### src/rtl/mips_core_pkg.sv
// Shared types for the rename-stage physical register allocator.
// Default geometry, tag/checkpoint types and allocator FSM states.
package mips_core_pkg;

    localparam int DEF_NUM_ARCH_REGS = 32;
    localparam int DEF_NUM_PHYS_REGS = 64;
    localparam int DEF_NUM_CKPT      = 4;
    localparam int DEF_TAG_W         = $clog2(DEF_NUM_PHYS_REGS);
    localparam int DEF_CKPT_W        = $clog2(DEF_NUM_CKPT);

    typedef logic [DEF_TAG_W-1:0]  PhysReg;
    typedef logic [DEF_CKPT_W-1:0] CkptId;

    typedef enum logic [1:0] {
        INIT    = 2'd0,
        RUN     = 2'd1,
        RECOVER = 2'd2
    } AllocState;

endpackage

### src/rtl/alloc_ckpt_stack.sv
// Circular store of saved free-list head pointers, one per live branch.
// Oldest branch at rd_ptr; a mispredict truncates back to its own slot.
module alloc_ckpt_stack
    import mips_core_pkg::*;
#(
    parameter int NUM_CKPT = DEF_NUM_CKPT,
    parameter int PTR_W    = 6,
    parameter int CK_W     = $clog2(NUM_CKPT)
) (
    input  logic            clk,
    input  logic            rst_n,
    input  logic            push,
    input  logic [PTR_W-1:0] push_head,
    input  logic            pop,
    input  logic            trunc,
    input  logic [CK_W-1:0] trunc_id,
    input  logic [CK_W-1:0] query_id,
    output logic            query_live,
    output logic [PTR_W-1:0] query_head,
    output logic [CK_W-1:0] rd_ptr,
    output logic [CK_W-1:0] wr_ptr,
    output logic [CK_W:0]   count,
    output logic            full
);

    logic [PTR_W-1:0] slot_q [NUM_CKPT];
    logic [CK_W-1:0]  rd_q;
    logic [CK_W-1:0]  wr_q;
    logic [CK_W:0]    cnt_q;
    logic [CK_W-1:0]  q_off;
    logic [CK_W-1:0]  t_off;

    assign q_off      = query_id - rd_q;
    assign t_off      = trunc_id - rd_q;
    assign query_live = {1'b0, q_off} < cnt_q;
    assign query_head = slot_q[query_id];
    assign rd_ptr     = rd_q;
    assign wr_ptr     = wr_q;
    assign count      = cnt_q;
    assign full       = cnt_q == (CK_W+1)'(NUM_CKPT);

    always_ff @(posedge clk or negedge rst_n) begin
        if (!rst_n) begin
            rd_q  <= '0;
            wr_q  <= '0;
            cnt_q <= '0;
        end else if (trunc) begin
            // the mispredicted branch's own slot is discarded too
            wr_q  <= trunc_id;
            cnt_q <= {1'b0, t_off};
            if (pop) rd_q <= rd_q + 1'b1;
        end else begin
            if (push) wr_q <= wr_q + 1'b1;
            if (pop)  rd_q <= rd_q + 1'b1;
            cnt_q <= cnt_q + (CK_W+1)'(push) - (CK_W+1)'(pop);
        end
    end

    always_ff @(posedge clk) begin
        if (push) slot_q[wr_q] <= push_head;
    end

endmodule

### src/rtl/phys_reg_alloc_ctrl.sv
// Rename-stage free list of physical tags with branch checkpoint/rollback.
// Rollback only moves head: squashed tags are still in their slots.
module phys_reg_alloc_ctrl
    import mips_core_pkg::*;
#(
    parameter int NUM_ARCH_REGS = DEF_NUM_ARCH_REGS,
    parameter int NUM_PHYS_REGS = DEF_NUM_PHYS_REGS,
    parameter int NUM_CKPT      = DEF_NUM_CKPT,
    parameter int TAG_W         = $clog2(NUM_PHYS_REGS)
) (
    input  logic                       clk,
    input  logic                       rst_n,
    input  logic                       alloc_req,
    output logic                       alloc_gnt,
    output logic [TAG_W-1:0]           alloc_tag,
    input  logic                       free_req,
    input  logic [TAG_W-1:0]           free_tag,
    output logic                       free_ack,
    input  logic                       ckpt_req,
    output logic                       ckpt_gnt,
    output logic [$clog2(NUM_CKPT)-1:0] ckpt_id,
    input  logic                       resolve_valid,
    input  logic [$clog2(NUM_CKPT)-1:0] resolve_id,
    input  logic                       resolve_mispredict,
    output logic                       ready,
    output logic [$clog2(NUM_PHYS_REGS-NUM_ARCH_REGS):0] free_count,
    output logic                       ckpt_full,
    output logic                       err
);

    localparam int FL_DEPTH = NUM_PHYS_REGS - NUM_ARCH_REGS;
    localparam int IDX_W    = $clog2(FL_DEPTH);
    localparam int PTR_W    = IDX_W + 1;
    localparam int CK_W     = $clog2(NUM_CKPT);

    AllocState        state_q;
    AllocState        state_d;
    logic [PTR_W-1:0] head_q;
    logic [PTR_W-1:0] tail_q;
    logic [PTR_W-1:0] init_ctr_q;
    logic             err_q;
    logic [TAG_W-1:0] fl_ram [FL_DEPTH];

    logic             active;
    logic             fl_full;
    logic             mispredict_now;
    logic             res_ok;
    logic             res_bad;
    logic             mp_ok;
    logic             mp_bad;
    logic             free_bad;
    logic             fl_we;
    logic [TAG_W-1:0] fl_wdata;

    logic [CK_W-1:0]  ck_rd_ptr;
    logic [CK_W-1:0]  ck_wr_ptr;
    logic [CK_W:0]    ck_count;
    logic             ck_live;
    logic [PTR_W-1:0] ck_head;
    logic [PTR_W-1:0] push_head;

    assign free_count     = tail_q - head_q;
    assign fl_full        = free_count == PTR_W'(FL_DEPTH);
    assign active         = (state_q == RUN) || (state_q == RECOVER);
    assign mispredict_now = resolve_valid && resolve_mispredict;

    // a correct resolve must retire the oldest live checkpoint
    assign res_ok   = active && resolve_valid && !resolve_mispredict
                   && resolve_id == ck_rd_ptr && ck_count != '0;
    assign res_bad  = active && resolve_valid && !resolve_mispredict && !res_ok;
    assign mp_ok    = active && mispredict_now && ck_live;
    assign mp_bad   = active && mispredict_now && !ck_live;
    assign free_bad = active && free_req && fl_full;

    assign push_head = head_q + PTR_W'(alloc_gnt);
    assign ckpt_id   = ck_wr_ptr;
    assign alloc_tag = fl_ram[head_q[IDX_W-1:0]];
    assign err       = err_q;

    always_ff @(posedge clk or negedge rst_n) begin
        if (!rst_n) state_q <= INIT;
        else        state_q <= state_d;
    end

    always_comb begin
        state_d = state_q;
        unique case (state_q)
            INIT:    if (init_ctr_q == PTR_W'(FL_DEPTH - 1)) state_d = RUN;
            RUN:     if (mp_ok) state_d = RECOVER;
            RECOVER: state_d = mp_ok ? RECOVER : RUN;
            default: state_d = INIT;
        endcase
    end

    always_comb begin
        ready     = 1'b0;
        alloc_gnt = 1'b0;
        free_ack  = 1'b0;
        ckpt_gnt  = 1'b0;
        unique case (state_q)
            RUN: begin
                ready     = 1'b1;
                alloc_gnt = alloc_req && free_count != '0 && !mispredict_now;
                free_ack  = free_req && !fl_full;
                ckpt_gnt  = ckpt_req && !ckpt_full && !mispredict_now;
            end
            RECOVER: free_ack = free_req && !fl_full;
            default: ;
        endcase
    end

    always_ff @(posedge clk or negedge rst_n) begin
        if (!rst_n) begin
            head_q     <= '0;
            tail_q     <= '0;
            init_ctr_q <= '0;
            err_q      <= 1'b0;
        end else if (state_q == INIT) begin
            tail_q     <= tail_q + 1'b1;
            init_ctr_q <= init_ctr_q + 1'b1;
        end else begin
            if (free_ack)  tail_q <= tail_q + 1'b1;
            if (mp_ok)     head_q <= ck_head;
            else if (alloc_gnt) head_q <= head_q + 1'b1;
            if (free_bad || res_bad || mp_bad) err_q <= 1'b1;
        end
    end

    assign fl_we    = (state_q == INIT) || free_ack;
    assign fl_wdata = (state_q == INIT)
                    ? TAG_W'(NUM_ARCH_REGS) + TAG_W'(init_ctr_q)
                    : free_tag;

    always_ff @(posedge clk) begin
        if (fl_we) fl_ram[tail_q[IDX_W-1:0]] <= fl_wdata;
    end

    alloc_ckpt_stack #(
        .NUM_CKPT (NUM_CKPT),
        .PTR_W    (PTR_W),
        .CK_W     (CK_W)
    ) u_ckpt (
        .clk        (clk),
        .rst_n      (rst_n),
        .push       (ckpt_gnt),
        .push_head  (push_head),
        .pop        (res_ok),
        .trunc      (mp_ok),
        .trunc_id   (resolve_id),
        .query_id   (resolve_id),
        .query_live (ck_live),
        .query_head (ck_head),
        .rd_ptr     (ck_rd_ptr),
        .wr_ptr     (ck_wr_ptr),
        .count      (ck_count),
        .full       (ckpt_full)
    );

endmodule
### config.mk
export PLATFORM = sky130hd
export DESIGN_NAME = phys_reg_alloc_ctrl
export DESIGN_NICKNAME = d
export VERILOG_FILES = /design/src/rtl/mips_core_pkg.sv /design/src/rtl/alloc_ckpt_stack.sv /design/src/rtl/phys_reg_alloc_ctrl.sv
export SDC_FILE = /design/constraint.sdc
export NUM_CORES = 1
export LEC_CHECK = 0
export ABC_AREA = 1
export BUFFER_PORTS_ARGS = -buffer_cell sky130_fd_sc_hd__buf_2
export CORE_MARGIN = 2
export CORE_UTILIZATION = 55
export CTS_CLUSTER_DIAMETER = 30
export DETAILED_ROUTE_END_ITERATION = 10
export PLACE_DENSITY = 0.72
export SLEW_MARGIN = 20
export SYNTH_ARGS = -nofsm -noshare
export SYNTH_HDL_FRONTEND = slang
export SYNTH_SLANG_ARGS = --single-unit
### constraint.sdc
create_clock -name clk -period 3.15 [get_ports clk]
set_clock_uncertainty 0.15 [all_clocks]
set_input_delay 0.1575 -clock clk [delete_from_list [all_inputs] [get_ports clk]]
set_output_delay 0.1575 -clock clk [all_outputs]
set_load 0.1 [all_outputs]
== Word level (Yosys, flattened, before mapping) ==
Memories as Yosys holds them, arrays and structs flattened.
Index checks and enable logic that the tools add are counted.
Operators by class
  reductions and logical operators: 36
  bitwise logic cells: 1
  add/sub/neg operators: 11
  equality and inequality tests: 8
  mux-type cells: 20
  order comparisons: 1
Operator list (count)
  6-bit 2-to-1 mux: 5
  6-bit by 1-bit adder with 6-bit output, second input constant: 3
  1-bit logical AND: 16
  2-bit 2-to-1 mux: 5
  1-bit 2-to-1 mux: 8
  6-bit by 1-bit adder with 6-bit output: 1
  6-bit adder, first input constant: 1
  6-bit by 5-bit equality test with 1-bit output, second input constant: 1
  6-bit equality test, second input constant: 1
  1-bit zero test: 6
  2-bit one-hot mux with 3 select lines: 1
  2-bit AND reduction: 3
  2-bit nonzero test: 3
  6-bit nonzero test: 1
  6-bit subtractor: 1
  2-bit by 1-bit adder with 2-bit output, second input constant: 2
  1-bit logical OR: 4
  2-bit inequality test, second input constant: 2
  3-bit by 1-bit adder with 3-bit output: 1
  3-bit equality test, second input constant: 1
  2-bit by 3-bit less-than comparator with 1-bit output: 1
  3-bit 2-to-1 mux: 1
  3-bit nonzero test: 1
  3-bit by 1-bit subtractor with 3-bit output: 1
  other kinds (7): 7
Word-level totals
  output and inout bits: 20
  memories kept: 2
  input bits: 15
  register bits: 28
  bits in writable memories: 216
Memories
  fl_ram: words 32, width 6, read ports 1, clocked after Yosys merged registers in 0, wr ports 1, line phys_reg_alloc_ctrl.sv:42  | logic [TAG_W-1:0] fl_ram [FL_DEPTH];
  u_ckpt.slot_q: words 4, width 6, read ports 1, clocked after Yosys merged registers in 0, wr ports 1, line alloc_ckpt_stack.sv:26  | logic [PTR_W-1:0] slot_q [NUM_CKPT];

== Longest topological paths before layout ==
  word-level depth: 11
  mapped depth: 16

== Modules after synthesis ==
From an unflattened synthesis, not the netlist that was laid out.
Unflattened totals
  cells, all modules: 1011
  area, all modules: 11009.3 µm²
By module, submodules not included
  phys_reg_alloc_ctrl: cells an instance 861, area each 9471.6 µm², instances 1, sequential area each 6291.0 µm²
  alloc_ckpt_stack: cells an instance 150, area each 1537.7 µm², instances 1, sequential area each 895.9 µm²

== Least setup slack after synthesis ==
Ideal clock, no wire load.
  kind: flip-flop to flip-flop
  start: register u_ckpt.cnt_q[1] (netlist: u_ckpt.count[1])
  end: register u_ckpt.cnt_q[2] (netlist: u_ckpt.count[2])
  cell stages (with the launch flop): 7
  data arrival time: 5.289 ns
  period minus slack after synthesis: 5.568 ns
  setup slack: -2.418 ns
  library setup time: 0.130 ns
  path buffers: 0
  cells stage by stage: dfrtp_1 > nor3_1 > nor3_1 > ha_1 > fa_1 > xnor2_1 > nor2_1
On the way
  longest elaborated chain between the ends: 8
  elaborated cells on any way between the ends: 12
  classes of those cells: add/sub (2); order compare (1); eq/ne (1); mux (2); reduce/logical (6)
Ends and longest elaborated chain
  start, declared: line alloc_ckpt_stack.sv:29  | logic [CK_W:0] cnt_q;
  start signal, assigned: line alloc_ckpt_stack.sv:50  | cnt_q <= {1'b0, t_off};
  start signal, assigned: line alloc_ckpt_stack.sv:55  | cnt_q <= cnt_q + (CK_W+1)'(push) - (CK_W+1)'(pop);
  3-bit equality test: line alloc_ckpt_stack.sv:40  | assign full = cnt_q == (CK_W+1)'(NUM_CKPT);
  via ckpt_full: line phys_reg_alloc_ctrl.sv:27  | output logic ckpt_full,
  1-bit zero test: line phys_reg_alloc_ctrl.sv:105  | ckpt_gnt = ckpt_req && !ckpt_full && !mispredict_now;
  1-bit logical AND (2 in series): line phys_reg_alloc_ctrl.sv:105
  1-bit 2-to-1 mux: line phys_reg_alloc_ctrl.sv:100  | unique case (state_q)
  via ckpt_gnt: line phys_reg_alloc_ctrl.sv:20  | output logic ckpt_gnt,
  3-bit by 1-bit adder with 3-bit output: line alloc_ckpt_stack.sv:55
  3-bit by 1-bit subtractor with 3-bit output: line alloc_ckpt_stack.sv:55
  3-bit 2-to-1 mux: line alloc_ckpt_stack.sv:47  | end else if (trunc) begin
The timed path passes the listed nets, and every way through them passes these cells.
A chain may end at the register's enable or synchronous reset.

== Final worst setup path ==
  start: register head_q[0]
  end: memory fl_ram[28][3] (netlist bit) (enable)
On the way
  longest elaborated chain between the ends: 8
Ends and longest elaborated chain
  start, declared: line phys_reg_alloc_ctrl.sv:38  | logic [PTR_W-1:0] head_q;
  start signal, assigned: line phys_reg_alloc_ctrl.sv:123  | if (mp_ok) head_q <= ck_head;
  start signal, assigned: line phys_reg_alloc_ctrl.sv:124  | else if (alloc_gnt) head_q <= head_q + 1'b1;
  6-bit subtractor: line phys_reg_alloc_ctrl.sv:62  | assign free_count = tail_q - head_q;
  6-bit equality test: line phys_reg_alloc_ctrl.sv:63  | assign fl_full = free_count == PTR_W'(FL_DEPTH);
  1-bit zero test: line phys_reg_alloc_ctrl.sv:104, phys_reg_alloc_ctrl.sv:107
  1-bit logical AND: line phys_reg_alloc_ctrl.sv:104, phys_reg_alloc_ctrl.sv:107
  1-bit 2-to-1 mux
  1-bit logical OR: line phys_reg_alloc_ctrl.sv:129  | assign fl_we = (state_q == INIT) || free_ack;
  1-bit 2-to-1 mux: line phys_reg_alloc_ctrl.sv:135  | if (fl_we) fl_ram[tail_q[IDX_W-1:0]] <= fl_wdata;
  1-bit 2-to-1 mux (not written as such): line phys_reg_alloc_ctrl.sv:135
  end, declared: line phys_reg_alloc_ctrl.sv:42
No other way between the ends.

==> run metrics <==
global placement routability congestion between 0.8 and 0.9; Layout area overhead 21.8%; die area 0.0209 sq mm; share of the synthesized area in the top cell type 59.7%; Highest Clock Rate 321 MHz; mapped cell area 0.0109 sq mm; CP Data Arrival Time about 3.1 ns; DP Area 0.0116 sq mm; Clk Latency, worst-skew pair between 0.5 and 0.6 ns; status finished clean; Reg area around 0.0072 sq mm; # clock sinks around 240; via count 7,481; Finish-stage setup viols 0; Final Worst Setup Slack between 0.03 and 0.04 ns; max-cap viol count 0; Syn Nets 1,016; CTS max path bufs 3; Worst slew margin between 50% and 60%; DRT Pass-1 Iters 5; Setup Crit Path Kind reg2reg; CP max stage delay approximately 0.47 ns; largest net degree at the start of global routing 69; non-filler cells, final between 1,000 and 1,500; layout cell share with drive strength beyond 1 between 10% and 20%; Die Wd ~140 um; TritonCTS buffer count 44; DRC 0; Die Ht between 100 and 150 um; Seq/Total Area, Yosys between 60% and 70%; num ports 35; first-pass GRT wire length slightly below 40,000 um; DR vias/cell about 5.6; RSZ-0062 raised after global routing yes; area of the multi-input gates about 0.0034 sq mm; post-DP HPWL 14,800 um; Synth Register Bits ~240; Layout fillers ~1,400; crit path max fanout 10; # diodes 0; Hold Vio Cnt, Final 0; critical path required time between 3 and 4 ns; Synth cell types 35; worst min-delay path category in2reg; Final Routed Wirelength about 25,000 um; fin crit period ~3.1 ns; worst-margin pin slew around 0.69 ns; DR iter-0 viols 572; core area slightly below 0.02 sq mm; H-tree Lvls 2; Setup crit end kind flip-flop; vias in the first global route between 7,000 and 8,000; Final period util between 90% and 100%; Ys Warns 0; Avg WL per Cell 18.7 um; crit-path leading delay family simple AND/OR/NAND/NOR gates; GRT Util Overall between 20% and 30%; Synth area leader edfxtp_1; CP cell instances ha_4 -> fa_2 -> inv_1 -> nand3_1 -> nand2_1 -> nand2_2 -> nand2_8 -> nor2_4 -> nand2_2 -> nand2_4 -> nand2_4 -> buf_4 -> nand2_8 -> nor2_1; post-route cell area around 0.013 sq mm; fin. max-slew vios 0; dpl ws -0.0430 ns; grt ovf 0; initial antenna violation count 0; initial cell density of the core a little under three fifths; Buffers & Inverters on Critical Path 2; CTS tree built; syn avg cell area between 10 and 15 sq um; row cnt 51; Cells after Synth ~1,000; crit start category flip-flop; # nets final between 1,000 and 1,500; remaining antenna violation count 0; dpl cells 1,251; clock root buffer clkbuf_16; slowest cell on the critical path nor2_1; ranking of synthesized cells by area edfxtp_1 60%, dfrtp_1 6.5%, o21ai_0 5.8%; PortBufs 34; CTS clk-pin slew, worst paths approximately 0.050 ns
==> per-layer routing <==
| metal | GRT usage, % | share of wire, % | wire length, um |
|---|---|---|---|
| met2 | 41.3 | 49 | 12300 |
| met1 | 33.0 | 42 | 10400 |
| met5 | 0 | 0 | 0 |
| met3 | 4.54 | 6.4 | 1600 |
| met4 | 9.30 | 2.4 | 588 |
==> tightest hold or removal path, cell delays in order <==
cell	delay, ns
buf_2	0.10
nand2_1	0.05
inv_1	0.07
nand3_1	0.11
nand3_1	0.07
nand2_1	0.06
nand2_1	0.04
==> flip-flops by register name, indices dropped and copies added, names as in the netlist, 2 cells and up <==
| name | flops |
|---|---|
| state_q | 2 |
| u_ckpt.wr_ptr | 2 |
| u_ckpt.slot_q | 24 |
| head_q | 6 |
| fl_ram | 192 |
| init_ctr_q | 6 |
| tail_q | 6 |
| u_ckpt.count | 3 |
| u_ckpt.rd_ptr | 2 |
==> per-stage QoR <==
stage	TNS (ns)	hold slack [ns]	util [%]
2_1_floorplan	-42.77	-0.288	-
3_3_place_gp	0	0.0846	59.9
3_5_place_dp	-1.24	0.0825	59.9
4_1_cts	-1.98	0.0222	67.8
5_1_grt	-2.04	0.0932	68.2
6_report	0	0.0382	68.2
==> cell type report <==
class                   count  area share (%)
flip-flops and latches    244            54.4
clock inverters            31            2.41
multi-input cells         612            26.1
clock buffers              49            8.63
well taps                 265            2.51
repair buffers             65            3.98
inverters                  70            2.03
==> layout by cell type (no fill, tap or decap), drive strengths merged, types with 7 or more instances in the layout <==
cell	instances
edfxtp	216
nor2	166
nand2	138
o21ai	128
inv	76
buf	59
clkbuf	50
nand3	46
o22ai	34
dfrtp	28
ha	25
xor2	16
o211ai	15
clkinv	13
a21oi	11
o221ai	10
clkinvlp	8
xnor2	7
==> kinds of logic (layout without fill, tap and decap cells) <==
group	Yosys count	count (layout)	synth area share, %
and+or+nand+nor	362	362	14.0
DFF	244	244	66.2
AOI/OAI and AO/OA	200	200	10.3
buffers and inverters	118	215	4.40
adders and majority gates	27	27	3.25
xor gates and xnor gates	23	23	1.85
==> repair_timing <==
item | in CTS | in global routing
resized for setup | 12 | 26
buffers inserted | 0 | 0
hold buffers | 5 | 0
endpoints found under the hold margin | 31 | 0
endpoints found under the setup margin | 60 | 139
==> cells in the mapped netlist <==
cell and n:
a21oi_1 11, buf_1 3, buf_12 1, buf_2 12
buf_4 1, clkbuf_1 31, clkinv_1 2, dfrtp_1 28
edfxtp_1 216, fa_1 2, ha_1 25, inv_1 66
inv_2 2, nand2_1 127, nand2_2 6, nand2_4 3
nand2_8 2, nand3_1 45, nand3_2 1, nand3b_1 1
nand4_1 4, nor2_1 165, nor2_2 1, nor3_1 5
nor4_1 1, o211ai_1 15, o21a_1 1, o21ai_0 126
o21ai_1 2, o21bai_1 1, o221ai_1 10, o22ai_1 34
or2_1 1, xnor2_1 7, xor2_1 16
==> final timing paths <==
kind	start	end	slack (ns)	cells past startpoint
min reg2reg	err	err	0.33	2
max	head_q[0]	fl_ram[28][3]	0.04	14
min in group asynchronous	rst_n	init_ctr_q[3]	0.08	2
min	free_req	err	0.04	7
max reg2reg	head_q[0]	fl_ram[28][3]	0.04	14
max in group asynchronous	rst_n	head_q[1]	2.28	2
Power is not shown: default switching activity piles up to over one toggle a cycle in this logic, so the estimate is an artifact.
